## src/rtl/sandbox_command_engine_pkg.sv

```systemverilog
// -----------------------------------------------------------------------------
// sandbox_command_engine_pkg
// Shared definitions for the sandbox command engine:
//   - command opcodes carried in the UART control byte
//   - FSM state encoding
//   - error signature placed in the upper half of an error response
//   - ALU result bundle and the error-response helper
// Optional feature macro: SANDBOX_CMD_COUNT_EN (adds OP_STATUS handling).
// -----------------------------------------------------------------------------
package sandbox_command_engine_pkg;

    localparam logic [7:0] OP_ECHO   = 8'h01;
    localparam logic [7:0] OP_ADD    = 8'h02;
    localparam logic [7:0] OP_READ   = 8'h03;
    localparam logic [7:0] OP_CLEAR  = 8'h04;
    localparam logic [7:0] OP_XOR    = 8'h05;
    localparam logic [7:0] OP_STATUS = 8'h06;

    localparam logic [15:0] ERR_SIG = 16'hDEAD;

    typedef enum logic [2:0] {
        IDLE     = 3'd0,
        ACK      = 3'd1,
        EXEC     = 3'd2,
        TX_REQ   = 3'd3,
        TX_START = 3'd4,
        TX_BUSY  = 3'd5
    } state_t;

    // Result of one EXEC step. err sets the sticky error flag, clr clears it.
    typedef struct packed {
        logic [31:0] resp;
        logic [31:0] acc_next;
        logic        err;
        logic        clr;
    } alu_res_t;

    // Response word returned for an opcode the engine does not recognise.
    function automatic logic [31:0] err_word(input logic [7:0] op);
        return {ERR_SIG, 8'h00, op};
    endfunction

endpackage

```

## src/rtl/sandbox_cmd_alu.sv

```systemverilog
// -----------------------------------------------------------------------------
// sandbox_cmd_alu
// Purely combinational opcode decoder/executor used during the EXEC cycle.
// Ports:
//   opcode     in   latched command byte
//   acc        in   current 32-bit accumulator
//   payload    in   latched payload (DATA_BITS wide, used as 32-bit operand)
//   err_flag   in   current sticky error  (SANDBOX_CMD_COUNT_EN only)
//   count_next in   command count including this one (SANDBOX_CMD_COUNT_EN only)
//   res        out  {resp, acc_next, err, clr}
// Optional feature macro: SANDBOX_CMD_COUNT_EN. Without it OP_STATUS falls
// through to the unknown-opcode path.
// -----------------------------------------------------------------------------
module sandbox_cmd_alu
    import sandbox_command_engine_pkg::*;
#(
    parameter int DATA_BITS = 32
) (
    input  logic [7:0]           opcode,
    input  logic [31:0]          acc,
    input  logic [DATA_BITS-1:0] payload,
`ifdef SANDBOX_CMD_COUNT_EN
    input  logic                 err_flag,
    input  logic [15:0]          count_next,
`endif
    output alu_res_t             res
);

    // The accumulator is fixed at 32 bits whatever the frame width is;
    // narrower payloads zero-extend, wider ones contribute their low word.
    logic [31:0] operand;
    assign operand = 32'(payload);

    always_comb begin
        res.resp     = '0;
        res.acc_next = acc;
        res.err      = 1'b0;
        res.clr      = 1'b0;
        case (opcode)
            OP_ECHO: begin
                res.resp = operand;
            end
            OP_ADD: begin
                res.acc_next = acc + operand;
                res.resp     = acc + operand;
            end
            OP_READ: begin
                res.resp = acc;
            end
            OP_CLEAR: begin
                res.acc_next = '0;
                res.resp     = '0;
                res.clr      = 1'b1;
            end
            OP_XOR: begin
                res.acc_next = acc ^ operand;
                res.resp     = acc ^ operand;
            end
`ifdef SANDBOX_CMD_COUNT_EN
            OP_STATUS: begin
                res.resp = {err_flag, 15'b0, count_next};
            end
`endif
            default: begin
                res.resp = err_word(opcode);
                res.err  = 1'b1;
            end
        endcase
    end

endmodule

```

## src/rtl/sandbox_command_engine.sv

```systemverilog
// -----------------------------------------------------------------------------
// sandbox_command_engine
// Sits between the wide UART receiver and transmitter. Each held frame is
// acknowledged with a single clearDR pulse, executed against a 32-bit
// accumulator, and answered with exactly one response word.
// Ports:
//   masterClock   in   clock, rising edge
//   reset         in   synchronous active-high reset
//   dataReceived  in   frame held by the UART (level)
//   control       in   opcode of the held frame
//   inputData     in   payload of the held frame
//   transmitting  in   UART is shifting a response out
//   clearDR       out  one-cycle acknowledge of the held frame
//   transmit      out  one-cycle request to send outputData
//   outputData    out  response word, held until the next EXEC
//   rxIndicator   out  toggles per accepted command
//   error         out  sticky: unknown opcode or TX timeout; cleared by CLEAR
// Optional feature macro: SANDBOX_CMD_COUNT_EN adds a 16-bit accepted-command
// counter and the STATUS opcode.
// -----------------------------------------------------------------------------
module sandbox_command_engine
    import sandbox_command_engine_pkg::*;
#(
    parameter int WIDTH      = 4,
    parameter int TX_TIMEOUT = 1024,
    localparam int DATA_BITS = 8 * WIDTH
) (
    input  logic                 masterClock,
    input  logic                 reset,
    input  logic                 dataReceived,
    input  logic [7:0]           control,
    input  logic [DATA_BITS-1:0] inputData,
    input  logic                 transmitting,
    output logic                 clearDR,
    output logic                 transmit,
    output logic [DATA_BITS-1:0] outputData,
    output logic                 rxIndicator,
    output logic                 error
);

    // Counter only needs to reach TX_TIMEOUT-1.
    localparam int CNT_W = (TX_TIMEOUT > 1) ? $clog2(TX_TIMEOUT) : 1;
    localparam logic [CNT_W-1:0] CNT_LAST = CNT_W'(TX_TIMEOUT - 1);

    state_t               state, state_next;
    logic [7:0]           op_q;
    logic [DATA_BITS-1:0] pay_q;
    logic [31:0]          acc;
    logic [CNT_W-1:0]     tx_cnt;
    alu_res_t             alu_res;

    logic accept;
    logic tx_expired;
    assign accept     = (state == IDLE) && dataReceived;
    assign tx_expired = (state == TX_START) && !transmitting && (tx_cnt == CNT_LAST);

`ifdef SANDBOX_CMD_COUNT_EN
    logic [15:0] cmd_count;
    logic [15:0] cmd_count_inc;
    assign cmd_count_inc = cmd_count + 16'd1;
`endif

    sandbox_cmd_alu #(
        .DATA_BITS (DATA_BITS)
    ) u_alu (
        .opcode     (op_q),
        .acc        (acc),
        .payload    (pay_q),
`ifdef SANDBOX_CMD_COUNT_EN
        .err_flag   (error),
        .count_next (cmd_count_inc),
`endif
        .res        (alu_res)
    );

    // ---------------- FSM: state register ----------------
    always_ff @(posedge masterClock) begin
        if (reset) state <= IDLE;
        else       state <= state_next;
    end

    // ---------------- FSM: next state ----------------
    always_comb begin
        state_next = state;
        case (state)
            IDLE:     if (dataReceived) state_next = ACK;
            // Wait for the UART to drop the frame so it cannot be re-accepted.
            ACK:      if (!dataReceived) state_next = EXEC;
            EXEC:     state_next = TX_REQ;
            TX_REQ:   state_next = TX_START;
            TX_START: begin
                if (transmitting)    state_next = TX_BUSY;
                else if (tx_expired) state_next = IDLE;
            end
            TX_BUSY:  if (!transmitting) state_next = IDLE;
            default:  state_next = IDLE;
        endcase
    end

    // ---------------- FSM: outputs ----------------
    always_comb begin
        transmit = (state == TX_REQ);
    end

    // ---------------- datapath ----------------
    // clearDR is registered off the accepting edge so it is high for the
    // first ACK cycle only, however long the UART takes to drop the frame.
    always_ff @(posedge masterClock) begin
        if (reset) begin
            clearDR     <= 1'b0;
            rxIndicator <= 1'b0;
            op_q        <= '0;
            pay_q       <= '0;
            acc         <= '0;
            outputData  <= '0;
            error       <= 1'b0;
            tx_cnt      <= '0;
        end else begin
            clearDR <= accept;

            if (accept) begin
                op_q        <= control;
                pay_q       <= inputData;
                rxIndicator <= ~rxIndicator;
            end

            if (state == EXEC) begin
                acc        <= alu_res.acc_next;
                outputData <= DATA_BITS'(alu_res.resp);
            end

            if (state == EXEC && alu_res.clr)      error <= 1'b0;
            else if (state == EXEC && alu_res.err) error <= 1'b1;
            else if (tx_expired)                   error <= 1'b1;

            if (state == TX_REQ)        tx_cnt <= '0;
            else if (state == TX_START) tx_cnt <= tx_cnt + 1'b1;
        end
    end

`ifdef SANDBOX_CMD_COUNT_EN
    always_ff @(posedge masterClock) begin
        if (reset)
            cmd_count <= '0;
        else if (state == EXEC)
            cmd_count <= (op_q == OP_CLEAR) ? 16'd0 : cmd_count_inc;
    end
`endif

endmodule

```

## config.mk

```make
export PLATFORM = sky130hd
export DESIGN_NAME = sandbox_command_engine
export DESIGN_NICKNAME = d
export VERILOG_FILES = /design/src/rtl/sandbox_command_engine_pkg.sv /design/src/rtl/sandbox_cmd_alu.sv /design/src/rtl/sandbox_command_engine.sv
export SDC_FILE = /design/constraint.sdc
export NUM_CORES = 1
export LEC_CHECK = 0
export CAP_MARGIN = 40
export CORE_MARGIN = 10
export CORE_UTILIZATION = 57
export DETAILED_ROUTE_END_ITERATION = 8
export PLACE_DENSITY = 0.88
export SYNTH_ARGS = -nofsm -noshare
export SYNTH_HDL_FRONTEND = slang
export SYNTH_SLANG_ARGS = --single-unit
```

## constraint.sdc

```tcl
create_clock -name masterClock -period 5.4 [get_ports masterClock]
set_clock_uncertainty 0.1 [all_clocks]
set_input_delay 1.08 -clock masterClock [delete_from_list [all_inputs] [get_ports masterClock]]
set_output_delay 1.08 -clock masterClock [all_outputs]
set_load 0.005 [all_outputs]
```

; ---- Yosys cells after proc, flatten, opt, wreduce, memory -nomap -nowiden
; Index checks and enable logic that the tools add are counted.
[word_totals]
ff_bits = 120
latch_bits = 0
ramBits = 0
mem_bits_ro = 0
output_inout_bits = 36
wordCells = 54
mem_count = 0
[op_classes]
n_addsub = 2
n_mul = 0
div_mod_pow = 0
n_lt_le_gt_ge = 0
eq_ne = 15
shift = 0
muxes = 12
n_bitwise = 2
reduce_logical = 14
[op_table]
columns = op, count
row1 = $pmux W32 S5, 1
row2 = $pmux W32 S3, 1
row3 = $add A32 B32 Y32, 1
row4 = $xor A32 B32 Y32, 1
row5 = $pmux W3 S6, 1
row6 = $eq A8 B2 Y1 const B, 2
row7 = $eq A8 B3 Y1 const B, 2
row8 = $mux W3, 5
row9 = $add A10 B1 Y10 const B, 1
row10 = $eq A10 B10 Y1 const B, 1
row11 = $eq A8 B1 Y1 const B, 1
row12 = $eq A3 B2 Y1 const B, 2
row13 = $eq A3 B3 Y1 const B, 2
row14 = $ne A2 B2 Y1 const B, 3
row15 = $logic_and A1 B1 Y1, 5
row16 = $reduce_or A5 Y1, 1
row17 = $mux W1, 4
row18 = $reduce_and A4 Y1, 1
row19 = $reduce_or A2 Y1, 2
row20 = $eq A3 B1 Y1 const B, 1
row21 = $logic_not A3 Y1, 1
row22 = $ne A3 B3 Y1 const B, 1
row23 = $reduce_bool A3 Y1, 1
row24 = $reduce_and A2 Y1, 1
row25 = 3 further kinds, 3

; ---- Longest topological paths before layout
; Gate-level depths: netlist of the first run.
[depth]
depth_word = 6
ltp_mapped = 11
mapped_depth_nobuf = 11

; ---- Modules after synthesis
; Synthesis of the first run repeated with hierarchy kept, for this count alone.
[hier_totals]
hier_cells = 1023
area_unflattened_um2 = 7384.6
[by_module_without_submodules]
columns = module, n_inst, cells_each, area_each_um2, seq_area_each_um2
row1 = sandbox_command_engine, 1, 544, 4355.4, 2402.3
row2 = sandbox_cmd_alu, 1, 479, 3029.2, 0.0

; ---- Worst setup path after synthesis of the first run
; OpenSTA, ideal clock, no wires.
[synth_path]
path_type = reg2reg
startpoint = reg pay_q[0]
endpoint = reg acc[28]
t_arrival_ns = 2.408
setup_slack_ns = 2.772
stages_incl_launch_ff = 12
path_buffers = 0
period_less_slack_ns = 2.628
cell_sequence = dfxtp_1 ha_1 fa_1 a211oi_1 o21ai_0 nand2_1 o21a_1 o21a_1 o311ai_1 a21oi_1 xnor2_1 o31a_1
[synth_via]
elab_chain_len = 2
[synth_lines]
columns = item, line_no
row1 = from (decl), sandbox_command_engine.sv:47  ; logic [DATA_BITS-1:0] pay_q;
row2 = from (signal assigned), sandbox_command_engine.sv:123  ; pay_q <= inputData;
row3 = $add A32 B32 Y32, sandbox_cmd_alu.sv:44  ; res.acc_next = acc + operand;
row4 = $pmux W32 S3, sandbox_cmd_alu.sv:39  ; case (opcode)
row5 = to (signal assigned), sandbox_command_engine.sv:128  ; acc <= alu_res.acc_next;
row6 = to (decl), sandbox_command_engine.sv:48  ; logic [31:0] acc;
; No other way between the ends.
; A chain may end at the register's enable or synchronous reset.

; ---- Worst setup path in the final report of the first run
[layout_path]
startpoint = reg op_q[4]
endpoint = reg outputData[7]
[layout_via]
elab_chain_len = 2
elab_cells_between_ends = 6
[layout_lines]
columns = item, line_no
row1 = from (decl), sandbox_command_engine.sv:46  ; logic [7:0] op_q;
row2 = from (signal assigned), sandbox_command_engine.sv:122  ; op_q <= control;
row3 = $eq A8 B3 Y1 (tied with other cells), sandbox_cmd_alu.sv:39
row4 = $pmux W32 S5 *, sandbox_cmd_alu.sv:39
row5 = to (signal assigned), sandbox_command_engine.sv:129  ; outputData <= DATA_BITS'(alu_res.resp);
row6 = to (decl), sandbox_command_engine.sv:36  ; output logic [DATA_BITS-1:0] outputData,
; Mark *: on every way between the ends. The rest lies on a longest branch, timed or not.

==> results.yml, run 1 <==
min_path:
  min_path_type: "reg -> reg"
  worstHoldStart: "pay_q[24]"
  worst_hold_path.num_cells: 2
  min_to: "pay_q[24]"
power_and_ir_drop:
  p_sw_share_pct: 27.0
  sequentialPowerShare_pct: 40.8
  pwr-share-clk_pct: 45.3
  power.net_switching_uw: 636
  p_per_area_nw_per_um2: 273
  combPwrFrac_pct: 13.9
  finalPower_uw: 2360
  ir_drop_uv: 266
  total_leakage_power_uw: 0.00323
  cellInternalPower_uw: 1720
clocking:
  cts_made_buffers: 17
  cts_tree: "done"
  post-cts-setup-buffers: 0
  htreeDepth: 4
  cts_resized: 0
  clockBufferDepth: 2
  clkSlewWorstSetupHoldPaths_ns: 0.05
  insertion_delay_ns: 0.42
  cts_hold_buf: 0
  root_buffer: "clkbuf_16"
  cts.sinks: 120
placement:
  port_buffers: 79
  dpl-instance-area_sq_um: 8070
  place.gp.congestion: 0.959
  place_inst: 1133
  dp_hpwl_um: 14200
synthesis:
  synth_seq_cells: 120
  netlist_area_sq_um: 7260
  synth_top_cell_by_area: "dfxtp_1"
  synthArstFlopShare_pct: 0
  ys.flop_type: "dfxtp_1"
  synth_seq_area_share_pct: 33.1
  synth.avg_cell_area_sq_um: 7.68
  synth_common_cells: "151 x nand2_1, 120 x dfxtp_1, 116 x a21oi_1"
  yosysMostFrequentCell: "nand2_1"
  yosysTopAreaCellShare_pct: 33.1
  yosysWarnings: 0
  ys_top_cells_by_area: "dfxtp_1 33%, a21oi_1 8.0%, nand2_1 7.8%, ha_1 5.5%, nor2_1 5.1%"
  synthCells: 945
  synth-edff-count: 0
  synth_nets: 1022
  yosys.cell_types.count: 75
floorplanning:
  io_pins: 80
  rows: 41
  die_h_um: 133
  core_area_sq_um: 12600
  fp.dieW_um: 133
  start_util_pct: 57.8
  die_area_sq_um: 17700
global_routing:
  grt_usage_pct: 23.1
  groute.layer.met1.usage_pct: 28.8
  grt_pass1_vias: 6866
  grt.busiest_layer: "met2"
  grt.overflow.total: 0
  grt_pass1_wl_um: 34100
  grt_use_met3_pct: 5.72
  met2_usage_pct: 37.5
  antenna_found_initial: 0
  grt_max_degree: 66
drt:
  vias_per_cell: 6.37
  first_iter_violations: 979
  drcViolationCount: 0
  drt_wl_total_um: 21200
  postRouteAntennaNets: 0
  num_vias: 7412
  first_pass_iters: 6
  wl_per_cell_um: 18.2
timing:
  finalSetupViolCount: 0
  clock.fmax_mhz: 306
  rsz0062_at_grt: "false"
  hold_viol: 0
  period_minus_slack_ns: 3.27
  slew_headroom_pct: 37.0
  worst_pin_slew_ns: 0.944
  fin_tns_setup_ns: 0
  post-route-period-util_pct: 60.5
  final_max_slew_viol_count: 0
worst_setup_path:
  r2r_cells: 9
  critPathKind: "reg -> reg"
  r2r-end: "outputData[7]"
  required_ns: 5.64
  crit_path_start: "op_q[4]"
  r2r_setup_slack_ns: 2.13
  cp.arrival_ns: 3.51
  crit_path_end_kind: "register"
  r2r-start: "op_q[4]"
  worstPathMaxFanout: 26
  cp-start-kind: "register"
run_status:
  status: "finished clean"
final_layout:
  instances_no_fill: 1164
  syn2layout_area_growth_pct: 18.8
  drive_above_1_share_pct: 7.66
  fin_nets: 1057
  fin_area_sq_um: 8620
  finish.utilization_pct: 68.6
  antenna_cells: 0
run:
  maxCapViolCount: 0
layout make-up:
cell class	count	area (sq um)
well taps	172	215
repair buffers	93	943
clock inverters	9	75.1
multi-input cells	735	4460
flip-flops and latches	120	2400
fillers	1016	3950
clock buffers	22	474
inverters	13	48.8
power groups by stage:
| stage | logic [uW] | registers, uW | clock network, uW |
|---|---|---|---|
| after floorplan | 216 | 965 | 0 |
| after global placement | 306 | 976 | 0 |
| after detailed placement | 320 | 978 | 0 |
| after CTS | 324 | 960 | 1070 |
| after global routing | 357 | 964 | 1110 |
| final | 328 | 961 | 1070 |
per-layer routing:
| layer | vias up | routed length [um] |
|---|---|---|
| met5 | - | 0 |
| met4 | 0 | 476 |
| met3 | 47 | 1970 |
| met2 | 379 | 9860 |
| met1 | 3492 | 8910 |
| li1 | 3494 | - |
kinds of logic after synthesis:
family	share of synthesized area, %
and+or+nand+nor	21.4
AOI/OAI and AO/OA	28.3
DFF	33.1
buffers and inverters	5.45
xor gates and xnor gates	3.98
adders and majority gates	5.79
muxes	2.00
critical path: stages, from the launching register on:
cell and delay (ns):
dfxtp_1 0.33, or4_4 0.56, nor2_4 0.28, nand2_2 0.13, nor2_2 0.74, buf_4 0.44
a21oi_1 0.08, a21oi_1 0.26, nor4_1 0.09, nor3_1 0.16
registers in the layout, summed over array words and instances (netlist names):
name,count
acc,32
outputData,32
pay_q,32
tx_cnt,10
op_q,8
state,3
clearDR,1
error,1
rxIndicator,1
cell usage in the layout, fill, tap and decap left out, types with 18 or more instances in the layout:
cell type and n:
o21ai_0 49, nor2_1 98, ha_1 32, dfxtp_1 120, nor3_1 43, clkdlybuf4s50_1 78
nand2_1 151, a221oi_1 33, xnor2_1 18, a21oi_1 116
through the flow:
step / hold WS [ns] / setup WS, ns
2_1_floorplan: 0.349 / 2.77
3_3_place_gp: 0.363 / 2.08
3_5_place_dp: 0.371 / 2.07
4_1_cts: 0.379 / 2.25
5_1_grt: 0.408 / 2.07
6_report: 0.380 / 2.13
worst max-delay path by stage:
stage,endpoint,depth (start not counted)
final,outputData[7],9
after global routing,outputData[7],9
after CTS,outputData[7],9
after detailed placement,rxIndicator,6
after global placement,rxIndicator,6
after floorplan,acc[28],11
Power figures use the tool's default switching activity.
==> inputs of run 2 (changes only) <==
==> constraint.sdc (replaced) <==
create_clock -name masterClock -period 3.4 [get_ports masterClock]
set_clock_uncertainty 0.1 [all_clocks]
set_input_delay 0.68 -clock masterClock [delete_from_list [all_inputs] [get_ports masterClock]]
set_output_delay 0.68 -clock masterClock [all_outputs]
set_load 0.005 [all_outputs]
==> results.yml, run 2 (same netlist as run 1, synthesis figures left out) <==
power_and_ir_drop:
  p_sw_share_pct: 26.5
  total_leakage_power_uw: 0.00327
  pwr-share-clk_pct: 45.9
  cellInternalPower_uw: 2790
  finalPower_uw: 3800
  p_per_area_nw_per_um2: 439
  sequentialPowerShare_pct: 40.1
  combPwrFrac_pct: 14.0
  ir_drop_uv: 344
  power.net_switching_uw: 1010
final_layout:
  instances_no_fill: 1174
  drive_above_1_share_pct: 8.48
  multiInputGateArea_sq_um: 4460
  fill_cells: 991
  reg.largest.list: "acc (32), outputData (32), pay_q (32)"
  mostFrequentLayoutCells: "151 x nand2_1, 120 x dfxtp_1, 116 x a21oi_1"
  syn2layout_area_growth_pct: 19.3
  finish.utilization_pct: 68.9
  register_area_sq_um: 2400
  antenna_cells: 0
  layout_commonest_cell: "nand2_1"
  fin_nets: 1067
global_routing:
  grt_pass1_vias: 7097
  antenna_found_initial: 0
  grt_max_degree: 66
  grt_usage_pct: 24.2
  grt.overflow.total: 0
  grt_pass1_wl_um: 35500
clocking:
  cts_tree: "done"
  post-cts-setup-buffers: 0
  clockBufferDepth: 2
  insertion_delay_ns: 0.43
  root_buffer: "clkbuf_16"
  clkSlewWorstSetupHoldPaths_ns: 0.05
  cts_hold_buf: 0
  cts_resized: 0
  htreeDepth: 4
  cts.sinks: 120
  cts_made_buffers: 17
worst_setup_path:
  cp-start-kind: "register"
  cp.arrival_ns: 3.25
  worstPathMaxFanout: 5
  cp_cell_sequence: "ha_1, fa_1, a211oi_1, o21ai_0, nand2_1, o21a_1, o211ai_2, a31oi_1, xor2_1, a2bb2oi_1, a211oi_1"
  slowest_delay_ns: 0.46
  critPathMostFrequentCell: "a211oi_1"
  required_ns: 3.60
  crit_path_end_kind: "register"
  cp_slowest_cell: "fa_1"
  critPathKind: "reg -> reg"
timing:
  hold_viol: 0
  final_max_slew_viol_count: 0
  clock.fmax_mhz: 328
  timing.hold.ws_ns: 0.378
  rsz0062_at_grt: "false"
  finalSetupViolCount: 0
  fin_tns_setup_ns: 0
  slew_headroom_pct: 40.9
  period_minus_slack_ns: 3.05
  worst_pin_slew_ns: 0.886
  post-route-period-util_pct: 89.7
floorplanning:
  die_h_um: 133
  core_area_sq_um: 12600
  io_pins: 80
  rows: 41
  start_util_pct: 57.8
  die_area_sq_um: 17700
  fp.dieW_um: 133
drt:
  drt_wl_total_um: 21600
  first_pass_iters: 7
  num_vias: 7357
  postRouteAntennaNets: 0
  drcViolationCount: 0
  vias_per_cell: 6.27
  wl_per_cell_um: 18.4
  first_iter_violations: 947
run_status:
  status: "finished clean"
min_path:
  min_path_type: "reg -> reg"
placement:
  place_inst: 1143
  place.gp.congestion: 0.986
  dp_hpwl_um: 14500
  port_buffers: 79
run:
  maxCapViolCount: 0
## run 2: final timing paths
path,start,end,slack (ns),depth (start not counted)
worst max-delay path,pay_q[0],acc[24],0.35,11
worst min-delay path,pay_q[0],pay_q[0],0.38,2
worst max register to register,pay_q[0],acc[24],0.35,11
worst min register to register,pay_q[0],pay_q[0],0.38,2
## run 2: power by group through the flow
| stage | Sequential [uW] | Combinational (uW) | Clock, uW |
|---|---|---|---|
| final | 1520 | 533 | 1740 |
| after global routing | 1530 | 584 | 1820 |
| after CTS | 1520 | 527 | 1750 |
| after detailed placement | 1550 | 521 | 0 |
| after global placement | 1550 | 511 | 0 |
| after floorplan | 1530 | 344 | 0 |
## run 2: stage by stage
| stage | instance area (sq um) | setup slack, ns |
|---|---|---|
| floorplan | 7260 | 0.772 |
| global placement | 8100 | 0.556 |
| detailed placement | 8100 | 0.442 |
| CTS | 8660 | 0.422 |
| global route | 8660 | 0.204 |
| finish | 8660 | 0.350 |
## run 2: final cells by class
type	instances	area share, %
tap	172	2.48
inverter	13	0.563
timing repair buffer	103	11.2
clock buffer	22	5.36
sequential	120	27.7
multi-input combinational	735	51.5
clock inverter	9	1.16
## run 2: worst max-delay path: cells and delay by family, from the launching register on
family / cells / cell delay [ns]
adders and majority gates: 2 / 0.70
xor gates and xnor gates: 1 / 0.22
DFF: 1 / 0.32
and+or+nand+nor: 1 / 0.20
AOI/OAI and AO/OA: 7 / 1.37
## run 2: layer usage
| layer | track usage [%] | vias to the layer above | part of all wire, % |
|---|---|---|---|
| li1 | - | 3505 | - |
| met1 | 29.4 | 3422 | 42 |
| met2 | 39.8 | 371 | 47 |
| met3 | 6.17 | 59 | 8.6 |
| met4 | 9.90 | 0 | 2.6 |
| met5 | 0 | - | 0 |
==> inputs of run 3 (changes only) <==
--- a/config.mk
+++ b/config.mk
@@ -7,9 +7,9 @@
 export LEC_CHECK = 0
 export CAP_MARGIN = 40
 export CORE_MARGIN = 10
-export CORE_UTILIZATION = 57
+export CORE_UTILIZATION = 52
 export DETAILED_ROUTE_END_ITERATION = 8
-export PLACE_DENSITY = 0.88
+export PLACE_DENSITY = 0.84
 export SYNTH_ARGS = -nofsm -noshare
 export SYNTH_HDL_FRONTEND = slang
 export SYNTH_SLANG_ARGS = --single-unit
==> constraint.sdc (replaced) <==
create_clock -name masterClock -period 2.8 [get_ports masterClock]
set_clock_uncertainty 0.1 [all_clocks]
set_input_delay 0.56 -clock masterClock [delete_from_list [all_inputs] [get_ports masterClock]]
set_output_delay 0.56 -clock masterClock [all_outputs]
set_load 0.005 [all_outputs]
==> results.yml, run 3 (same netlist as run 1, synthesis figures left out) <==
run_status:
  status: "finished clean"
final_layout:
  drive_above_1_share_pct: 13.7
  mostFrequentLayoutCells: "150 x nand2_1, 118 x dfxtp_1, 115 x a21oi_1"
  layout_commonest_cell: "nand2_1"
  register_area_sq_um: 2400
  reg.largest.list: "acc (32), outputData (32), pay_q (32)"
  finish.utilization_pct: 66.7
  syn2layout_area_growth_pct: 26.5
  fin_nets: 1104
  fill_cells: 1180
  multiInputGateArea_sq_um: 4600
  antenna_cells: 0
floorplanning:
  start_util_pct: 52.7
  fp.dieW_um: 138
  rows: 43
  die_h_um: 138
  core_area_sq_um: 13800
  io_pins: 80
  die_area_sq_um: 19100
run:
  maxCapViolCount: 0
drt:
  first_iter_violations: 907
  drt_wl_total_um: 22400
  first_pass_iters: 5
  wl_per_cell_um: 18.4
  drcViolationCount: 0
  postRouteAntennaNets: 0
  num_vias: 7461
  vias_per_cell: 6.12
power_and_ir_drop:
  total_leakage_power_uw: 0.00351
  p_per_area_nw_per_um2: 532
  finalPower_uw: 4880
  ir_drop_uv: 555
worst_setup_path:
  required_ns: 3.00
  crit_path_end_kind: "register"
  cp_cell_sequence: "ha_1, buf_4, a211oi_1, buf_4, o21ai_4, nand3_2, a21oi_4, nor4_4, o21ai_2, a41oi_2, mux2i_1, a221oi_2"
  r2r_cells: 12
  critPathKind: "reg -> reg"
  cp.buffers_inverters: 2
  worstPathMaxFanout: 3
  r2r-start: "pay_q[0]"
  cp_slowest_cell: "dfxtp_1"
  cp_top_family: "compound AO/OA/AOI/OAI gates"
  cp.arrival_ns: 2.85
  slowest_delay_ns: 0.32
  r2r_setup_slack_ns: 0.14
  r2r-end: "outputData[29]"
  critPathMostFrequentCell: "buf_4"
  cp-start-kind: "register"
timing:
  rsz0062_at_grt: "false"
  hold_viol: 0
  timing.hold.ws_ns: 0.377
  finalSetupViolCount: 0
  final_max_slew_viol_count: 0
  slew_headroom_pct: 38.2
  period_minus_slack_ns: 2.66
  clock.fmax_mhz: 377
  worst_pin_slew_ns: 0.927
  post-route-period-util_pct: 94.8
  fin_tns_setup_ns: 0
placement:
  port_buffers: 79
  place.gp.congestion: 0.936
  dp_hpwl_um: 15400
min_path:
  min_path_type: "reg -> reg"
  worstHoldStart: "pay_q[10]"
  worst_hold_path.num_cells: 2
  min_to: "pay_q[10]"
global_routing:
  grt.overflow.total: 0
  antenna_found_initial: 0
  grt_max_degree: 48
  grt_pass1_wl_um: 35900
  grt_pass1_vias: 7144
  grt_usage_pct: 22.2
clocking:
  clkSlewWorstSetupHoldPaths_ns: 0.06
  htreeDepth: 4
  cts.sinks: 120
  clockBufferDepth: 2
  cts_tree: "done"
  cts_made_buffers: 17
  insertion_delay_ns: 0.43
  root_buffer: "clkbuf_16"
-- run 3: cell types whose count changed in the layout (fill, tap and decap cells not counted), moves of 3 or more --
cell / change
buf_4: +35
ha_1: -5
a221oi_1: -3
a221oi_2: +3
ha_4: +3
o21ai_0: -3
-- run 3: layout make-up --
class	instances	area share (%)
clock buffers	23	5.32
clock inverters	8	1.55
inverters	13	0.532
multi-input cells	735	50.1
flip-flops and latches	120	26.2
well taps	180	2.45
repair buffers	140	13.8
-- run 3: where the power goes --
group | total (uW) | switching [uW] | internal (uW)
sequential | 1850 | 72.2 | 1780
combinational | 691 | 387 | 304
clock | 2340 | 767 | 1570
-- run 3: worst max path at each step --
stage              start             end  slack, ns  depth (start not counted)
6_report        pay_q[0]  outputData[29]       0.14                         12
4_1_cts         pay_q[0]         acc[28]      0.009                         11
3_5_place_dp    pay_q[0]         acc[28]       0.03                         11
5_1_grt        pay_q[10]  outputData[30]      0.003                          9
2_1_floorplan   pay_q[0]         acc[28]       0.17                         11
3_3_place_gp    pay_q[0]         acc[28]       0.06                         11
-- run 3: what timing repair did --
action	CTS	global route
gates resized for setup	0	31
endpoints found under the setup margin	0	25
hold endpoints to repair	0	0
setup buffers	0	1
hold buffers	0	0
-- run 3: worst register-to-register path: stages, from the launching register on --
cell,delay (ns)
dfxtp_1,0.32
ha_1,0.23
buf_4,0.14
a211oi_1,0.24
buf_4,0.17
o21ai_4,0.07
nand3_2,0.13
a21oi_4,0.10
nor4_4,0.27
o21ai_2,0.12
a41oi_2,0.30
mux2i_1,0.26
a221oi_2,0.08
-- run 3: stage by stage --
step / instances / area [sq um] / setup WS [ns]
6_report: 1219 / 9180 / 0.145
5_1_grt: 1219 / 9180 / 0.00324
4_1_cts: 1218 / 9030 / 0.00877
3_5_place_dp: 1187 / 8400 / 0.0329
3_3_place_gp: 1187 / 8400 / 0.0557
2_1_floorplan: 945 / 7260 / 0.172
-- run 3: per-layer routing --
layer | GRT usage, % | up-vias | part of all wire, %
met2 | 36.2 | 319 | 47
met5 | 0 | - | 0
li1 | - | 3583 | -
met4 | 7.71 | 0 | 2.2
met3 | 5.58 | 45 | 7.7
met1 | 27.9 | 3514 | 43
